**config.mk**
```make
export PLATFORM = sky130hd
export DESIGN_NAME = fifo_burst_reader
export DESIGN_NICKNAME = d
export VERILOG_FILES = /design/src/rtl/fifo_rd_pkg.sv /design/src/rtl/skid_buf2.sv /design/src/rtl/fifo_burst_reader.sv
export SDC_FILE = /design/constraint.sdc
export NUM_CORES = 1
export LEC_CHECK = 0
export CELL_PAD_IN_SITES_DETAIL_PLACEMENT = 0
export CELL_PAD_IN_SITES_GLOBAL_PLACEMENT = 1
export CORE_UTILIZATION = 30
export CTS_BUF_LIST = sky130_fd_sc_hd__clkbuf_8
export DETAILED_ROUTE_END_ITERATION = 10
export MAX_ROUTING_LAYER = met4
export PLACE_DENSITY_LB_ADDON = 0.1
export SLEW_MARGIN = 20
export SYNTH_ARGS = -nofsm -noshare
export SYNTH_HDL_FRONTEND = slang
export SYNTH_HIERARCHICAL = 1
export SYNTH_SLANG_ARGS = --single-unit
```
**constraint.sdc**
```tcl
create_clock -name clk -period 3.1 [get_ports clk]
set_input_delay 0.31 -clock clk [delete_from_list [all_inputs] [get_ports clk]]
set_output_delay 0.31 -clock clk [all_outputs]
set_load 0.05 [all_outputs]
```
**src/rtl/fifo_rd_pkg.sv**
```systemverilog
// ---------------------------------------------------------------------------
// fifo_rd_pkg
//   Shared definitions for the FIFO burst read controller.
//   - state_t / ST_* : FSM encoding for the burst controller (2 bits).
//   - SKID_DEPTH     : number of entries in the output skid buffer. It also
//                      caps how many words may be popped but not yet handed
//                      to the stream consumer.
// ---------------------------------------------------------------------------
package fifo_rd_pkg;

    localparam int SKID_DEPTH = 2;

    typedef logic [1:0] state_t;

    localparam state_t ST_IDLE  = 2'd0;
    localparam state_t ST_RUN   = 2'd1;
    localparam state_t ST_DRAIN = 2'd2;

endpackage

```
**src/rtl/skid_buf2.sv**
```systemverilog
// ---------------------------------------------------------------------------
// skid_buf2
//   Two-entry, first-in first-out valid/ready buffer. The head entry drives
//   out_data/out_valid directly from flops, so the outputs stay stable while
//   out_valid is high and out_ready is low.
//
//   Ports:
//     clk, rst   : clock, asynchronous active-high reset
//     in_valid   : write strobe; the producer only writes when there is room
//                  (occ < 2, or occ == 2 with a same-cycle read)
//     in_data    : write data
//     out_valid  : head entry holds a word
//     out_ready  : consumer accepts the head word
//     out_data   : head word
//     occ        : number of stored words, 0..2
// ---------------------------------------------------------------------------
module skid_buf2
    import fifo_rd_pkg::*;
#(
    parameter int WIDTH = 8
) (
    input  logic             clk,
    input  logic             rst,
    input  logic             in_valid,
    input  logic [WIDTH-1:0] in_data,
    output logic             out_valid,
    input  logic             out_ready,
    output logic [WIDTH-1:0] out_data,
    output logic [1:0]       occ
);

    localparam logic [1:0] OCC_FULL = 2'(SKID_DEPTH);

    logic [WIDTH-1:0] head_q, head_d;
    logic [WIDTH-1:0] tail_q, tail_d;
    logic [1:0]       occ_q, occ_d;
    logic             wr;
    logic             rd;

    assign out_valid = (occ_q != 2'd0);
    assign out_data  = head_q;
    assign occ       = occ_q;

    assign rd = out_valid & out_ready;
    // A write into a full buffer is only honoured when the head leaves in
    // the same cycle; otherwise it would overwrite an unread word.
    assign wr = in_valid & ((occ_q != OCC_FULL) | rd);

    // Next-state for the two entries. The head is always entry 0; a read
    // shifts the tail forward so the output mux stays trivial.
    always_comb begin
        head_d = head_q;
        tail_d = tail_q;
        occ_d  = occ_q;
        case (occ_q)
            2'd0: begin
                if (wr) begin
                    head_d = in_data;
                    occ_d  = 2'd1;
                end
            end
            2'd1: begin
                if (wr && rd) begin
                    head_d = in_data;
                end else if (rd) begin
                    occ_d = 2'd0;
                end else if (wr) begin
                    tail_d = in_data;
                    occ_d  = 2'd2;
                end
            end
            default: begin
                if (rd) begin
                    head_d = tail_q;
                    if (wr) begin
                        tail_d = in_data;
                    end else begin
                        occ_d = 2'd1;
                    end
                end
            end
        endcase
    end

    // Storage and occupancy registers.
    always_ff @(posedge clk or posedge rst) begin
        if (rst) begin
            head_q <= '0;
            tail_q <= '0;
            occ_q  <= 2'd0;
        end else begin
            head_q <= head_d;
            tail_q <= tail_d;
            occ_q  <= occ_d;
        end
    end

endmodule

```
**src/rtl/fifo_burst_reader.sv**
```systemverilog
// ---------------------------------------------------------------------------
// fifo_burst_reader
//   Read-side controller for the synchronous push/pop FIFO. A burst command
//   (word count) is accepted in IDLE; the controller then pops the FIFO while
//   it is not empty and there is room downstream, captures the registered
//   FIFO output one cycle after each pop, and streams the words out on a
//   valid/ready interface with the final word flagged by m_last.
//
//   Ports:
//     clk, rst   : clock, asynchronous active-high reset
//     cmd_valid  : burst request
//     cmd_ready  : high in IDLE only
//     cmd_len    : words to read (0 completes immediately with a done pulse)
//     fifo_empty : FIFO empty flag
//     fifo_pop   : pop strobe to the FIFO (combinational)
//     fifo_dout  : FIFO read data, valid the cycle after a pop
//     m_valid    : stream data valid
//     m_ready    : stream consumer ready
//     m_data     : stream data
//     m_last     : final word of the burst, qualified by m_valid
//     done       : one-cycle pulse after the last word is accepted
//     busy       : high while a burst is in progress (RUN or DRAIN)
// ---------------------------------------------------------------------------
module fifo_burst_reader
    import fifo_rd_pkg::*;
#(
    parameter int WIDTH = 8,
    parameter int LEN_W = 8
) (
    input  logic             clk,
    input  logic             rst,
    input  logic             cmd_valid,
    output logic             cmd_ready,
    input  logic [LEN_W-1:0] cmd_len,
    input  logic             fifo_empty,
    output logic             fifo_pop,
    input  logic [WIDTH-1:0] fifo_dout,
    output logic             m_valid,
    input  logic             m_ready,
    output logic [WIDTH-1:0] m_data,
    output logic             m_last,
    output logic             done,
    output logic             busy
);

    state_t           state_q, state_d;
    logic [LEN_W-1:0] pop_rem_q, pop_rem_d;
    logic [LEN_W-1:0] out_rem_q, out_rem_d;
    logic             inflight_q, inflight_d;
    logic             done_q, done_d;

    logic [1:0]       skid_occ;
    logic [1:0]       occ_left;
    logic [2:0]       pending;
    logic             room;
    logic             out_fire;

    // Output buffer: the word captured from the FIFO lands here the cycle
    // after its pop, and the stream is driven from its head entry.
    skid_buf2 #(
        .WIDTH (WIDTH)
    ) u_skid (
        .clk       (clk),
        .rst       (rst),
        .in_valid  (inflight_q),
        .in_data   (fifo_dout),
        .out_valid (m_valid),
        .out_ready (m_ready),
        .out_data  (m_data),
        .occ       (skid_occ)
    );

    assign out_fire = m_valid & m_ready;

    // Downstream room check. A word leaving the buffer this cycle frees its
    // slot before a word popped now could arrive (two cycles from now at the
    // earliest it needs a slot, one cycle for the word already in flight),
    // so the outgoing handshake is credited. This keeps one word per cycle
    // with the consumer always ready while never holding more than two
    // words between the pop and the stream handshake.
    assign occ_left = skid_occ - {1'b0, out_fire};
    assign pending  = {1'b0, occ_left} + {2'b00, inflight_q};
    assign room     = (pending < 3'(SKID_DEPTH));

    assign fifo_pop = (state_q == ST_RUN) & ~fifo_empty & (pop_rem_q != '0) & room;

    assign cmd_ready = (state_q == ST_IDLE);
    assign busy      = (state_q == ST_RUN) | (state_q == ST_DRAIN);
    assign done      = done_q;

    // out_rem counts words not yet accepted, and the head is always the next
    // word to be accepted, so the head is the last word when one remains.
    assign m_last = m_valid & (out_rem_q == LEN_W'(1));

    // Burst FSM and counters. Both counters only count down and are guarded
    // against wrapping below zero.
    always_comb begin
        state_d    = state_q;
        pop_rem_d  = pop_rem_q;
        out_rem_d  = out_rem_q;
        inflight_d = fifo_pop;
        done_d     = 1'b0;

        if (out_fire && (out_rem_q != '0)) begin
            out_rem_d = out_rem_q - LEN_W'(1);
        end

        case (state_q)
            ST_IDLE: begin
                if (cmd_valid) begin
                    if (cmd_len != '0) begin
                        state_d   = ST_RUN;
                        pop_rem_d = cmd_len;
                        out_rem_d = cmd_len;
                    end else begin
                        done_d = 1'b1;
                    end
                end
            end
            ST_RUN: begin
                if (fifo_pop) begin
                    pop_rem_d = pop_rem_q - LEN_W'(1);
                    if (pop_rem_q == LEN_W'(1)) begin
                        state_d = ST_DRAIN;
                    end
                end
            end
            ST_DRAIN: begin
                if (out_fire && (out_rem_q == LEN_W'(1))) begin
                    state_d = ST_IDLE;
                    done_d  = 1'b1;
                end
            end
            default: begin
                state_d = ST_IDLE;
            end
        endcase
    end

    // Controller registers. Reset drops any word still in flight from the
    // FIFO by clearing inflight, so it is never captured.
    always_ff @(posedge clk or posedge rst) begin
        if (rst) begin
            state_q    <= ST_IDLE;
            pop_rem_q  <= '0;
            out_rem_q  <= '0;
            inflight_q <= 1'b0;
            done_q     <= 1'b0;
        end else begin
            state_q    <= state_d;
            pop_rem_q  <= pop_rem_d;
            out_rem_q  <= out_rem_d;
            inflight_q <= inflight_d;
            done_q     <= done_d;
        end
    end

endmodule

```
==> run summary <==
The flow ran to the end, and the final reports show no timing, DRC or antenna violations. Ranked by instance count, the synthesized netlist is headed by dfrtp_1, nand2_1, o21ai_0. The H-tree depth reported by CTS is 2. The final net count came out at approximately 310. The floorplan step defined a die boundary enclosing 0.008348 mm². The total DRC errors in the routed layout is 0. The area added between synthesis and finish is 23.45%. The number of global-route vias before repair is 1931. The chip width is between 90 and 100 µm. The first-pass GRT wire length is between 9000 and 10000 µm. The number of buffers created by CTS is 5.

By instance count, the leading cell after synthesis is dfrtp_1. The core footprint came out at 0.007727 mm². Setup repair after global routing left no endpoint under its margin. Along the worst path, the maximum fanout reaches 4. The remaining antenna violation count is 0.

The critical path data arrival time came out at 2.49 ns. STA classifies the critical path endpoint as an output pin. The total wirelength of the detailed-routed design came out at ~6000 µm. The total iterations of the first detailed-routing run is 4. The average wire length per cell after detail routing is 15.79 µm. The top-area cell type share of the netlist area is 0.3969. CTS saw 38 sinks. The Yosys warning count is 6. The number of max-cap violations came out at 0. The worst setup path is of the reg -> out kind. Power spread over the standard cell area amounts to 976.2 mW/mm². In the final layout, the share of cells above drive strength 1 is 0.1191. The residual overflow from global routing is 0. The number of synthesized register bits is 38. For this block, the initial DRC count from the detailed router was between 80 and 90. The maximum achievable frequency is 357.0 MHz. Of all cell types, the one taking the most synthesized area is dfrtp_1. Sorting the synthesized cells by area gives the leading types as dfrtp_1, mux2_4, ha_1.

The final count of pins violating max slew came out at 0. The number of resized instances in the post-cts repair step is 0. The required time of the worst setup path came out at 2.79 ns. The post-CTS setup repair buffer count came out at 0.

The largest net degree at the start of global routing is 23. The worst-skew pair later-pin latency is 0.29 ns. The tightest slew margin relative to the limit came out at 0.4613.

The finished cells cover 0.002958 mm². The gate count of the mapped netlist came out at 241. In this run the cell area measured after placement is around 0.0028 mm². STA classifies the critical path startpoint as a flop. The top-level port count came out at 35. The effective utilization at floorplan came out at 0.3101. The peak supply drop is roughly 0.3 mV.

During placement, the flow inserted port buffers numbering 34. Counting the fill cells in the layout gives 779. The maximum buffer depth of the clock tree is 2. The sequential share of the synthesized area came out at 0.3969. The setup TNS is 0 ns. The antenna diode instance count is 0. The post-synthesis async set-or-reset flop share came out at 1.000. In this run the core area contains 32 standard-cell rows. The synthesized netlist net count is roughly 270. The classification of the worst-slack hold path is in -> async. The final count of negative-setup-slack endpoints came out at 0.

Hold repair after CTS inserted 0 buffers. The number of distinct library cells after synthesis is 48. The number of enable-type register cells in the synthesized netlist is 0.

The half-perimeter wire length of the detailed placement result is 4349 µm. The clock period could shrink to 2.801 ns. The total vias in the final route is around 1900. TritonCTS built the clock tree. The clock tree root driver cell is clkbuf_8. The vertical die dimension came out at 91.37 µm. Summing every instance area after synthesis gives around 0.0024 mm². The number of antenna violations at the first check in global routing came out at 0. The most used flip-flop cell after synthesis is dfrtp_1. Across the routed clock network, the largest skew measured is 0.01342 ns. The number of hold violations in the final report came to 0. Dividing the final minimum period by the clock period gives 0.9035.

The per-cell via count in the routed design came out at 5.113. The clock transition at the registers of the reported paths is about 0.080 ns. The total leakage power is 1.208 nW.

The overall routing resource usage is 0.1566. The final weighted congestion in routability-driven placement came out at 0.7837. The synthesized area divided by synthesized cell count is 9.942 µm².

For the pin with the worst max-slew slack, the measured transition is 0.8072 ns.
==> power by group <==
group          switching [mW]  internal (mW)
registers               0.180          0.699
clock network           0.181          0.258
logic                   0.912          0.657
==> state kept, by name, summed over array words and instances, names as in the netlist <==
signal	count
u_skid/out_data	8
pop_rem_q	8
state_q	2
out_rem_q	8
u_skid/occ	2
inflight_q	1
done	1
u_skid/tail_q	8
==> stage by stage <==
stage	setup slack [ns]	power (mW)	cells	utilization	hold WS (ns)
after floorplan	0.2340	2.056	241	-	0.2486
after global placement	0.4128	2.482	372	0.3682	0.4933
after detailed placement	0.3911	2.462	372	0.3682	0.4908
after CTS	0.2700	2.919	379	0.3828	0.4967
after global routing	0.1378	3.103	379	0.3828	0.5304
final	0.2990	2.887	379	0.3828	0.4677
==> worst max-delay path, stage by stage, from the launching register on <==
cell and delay, ns:
dfrtp_1 0.42, nor3_1 0.28, nand2b_1 0.12, nor4b_1 0.41, and2_1 0.19, clkdlybuf4s50_1 0.80
==> cell usage in the layout, fill, tap and decap left out, types with 5 or more instances in the layout <==
cell | synthesis | final
nand2_1 | 23 | 23
inv_1 | 14 | 14
o22ai_1 | 10 | 10
nor2_1 | 8 | 8
xor2_1 | 6 | 6
ha_1 | 11 | 11
clkbuf_8 | 0 | 6
dfrtp_1 | 38 | 38
a31oi_1 | 6 | 6
a21oi_1 | 13 | 13
mux2_1 | 8 | 8
nand3_1 | 6 | 6
nor3_1 | 9 | 9
o21ai_0 | 16 | 16
mux2_4 | 11 | 11
a211oi_1 | 6 | 6
nand3b_1 | 5 | 5
clkdlybuf4s50_1 | 0 | 33
==> worst paths after layout <==
check | startpoint | cells past startpoint | end | slack, ns
min in group clk | u_skid/out_data[6] | 1 | u_skid/out_data[6] | 0.52
max in group asynchronous | rst | 2 | pop_rem_q[4] | 2.09
worst max register to register | u_skid/occ[0] | 10 | pop_rem_q[7] | 0.45
worst min register to register | u_skid/out_data[6] | 1 | u_skid/out_data[6] | 0.52
worst min-delay path | rst | 2 | u_skid/out_data[7] | 0.47
worst max-delay path | out_rem_q[3] | 5 | m_last | 0.30
==> cell families after synthesis <==
family	count (synthesis)	synth area share
multiplexers	19	0.1065
XOR/XNOR	9	0.03290
adder cells (fa/ha/maj)	11	0.05744
AO/OA/AOI/OAI	64	0.1765
flip-flops	38	0.3969
buffers and inverters	24	0.04804
AND/OR/NAND/NOR	76	0.1817
==> per-layer routing <==
| metal | vias to the layer above | GRT usage | share of wire |
|---|---|---|---|
| met2 | 33 | 0.2462 | 0.47 |
| met1 | 951 | 0.2028 | 0.49 |
| met3 | 7 | 0.03015 | 0.028 |
| met4 | 0 | 0.05026 | 0.0090 |
| met5 | - | - | 0 |
| li1 | 947 | - | - |
==> layout make-up <==
cell class | instances | area [µm²] | area share
Tap cell | 102 | 127.6 | 0.04315
Inverter | 15 | 56.30 | 0.01904
Sequential cell | 38 | 950.9 | 0.3215
Multi-Input combinational cell | 179 | 1330 | 0.4497
Clock buffer | 6 | 82.58 | 0.02792
Timing Repair Buffer | 38 | 380.4 | 0.1286
Clock inverter | 1 | 30.03 | 0.01015
Power figures use the tool's default switching activity.
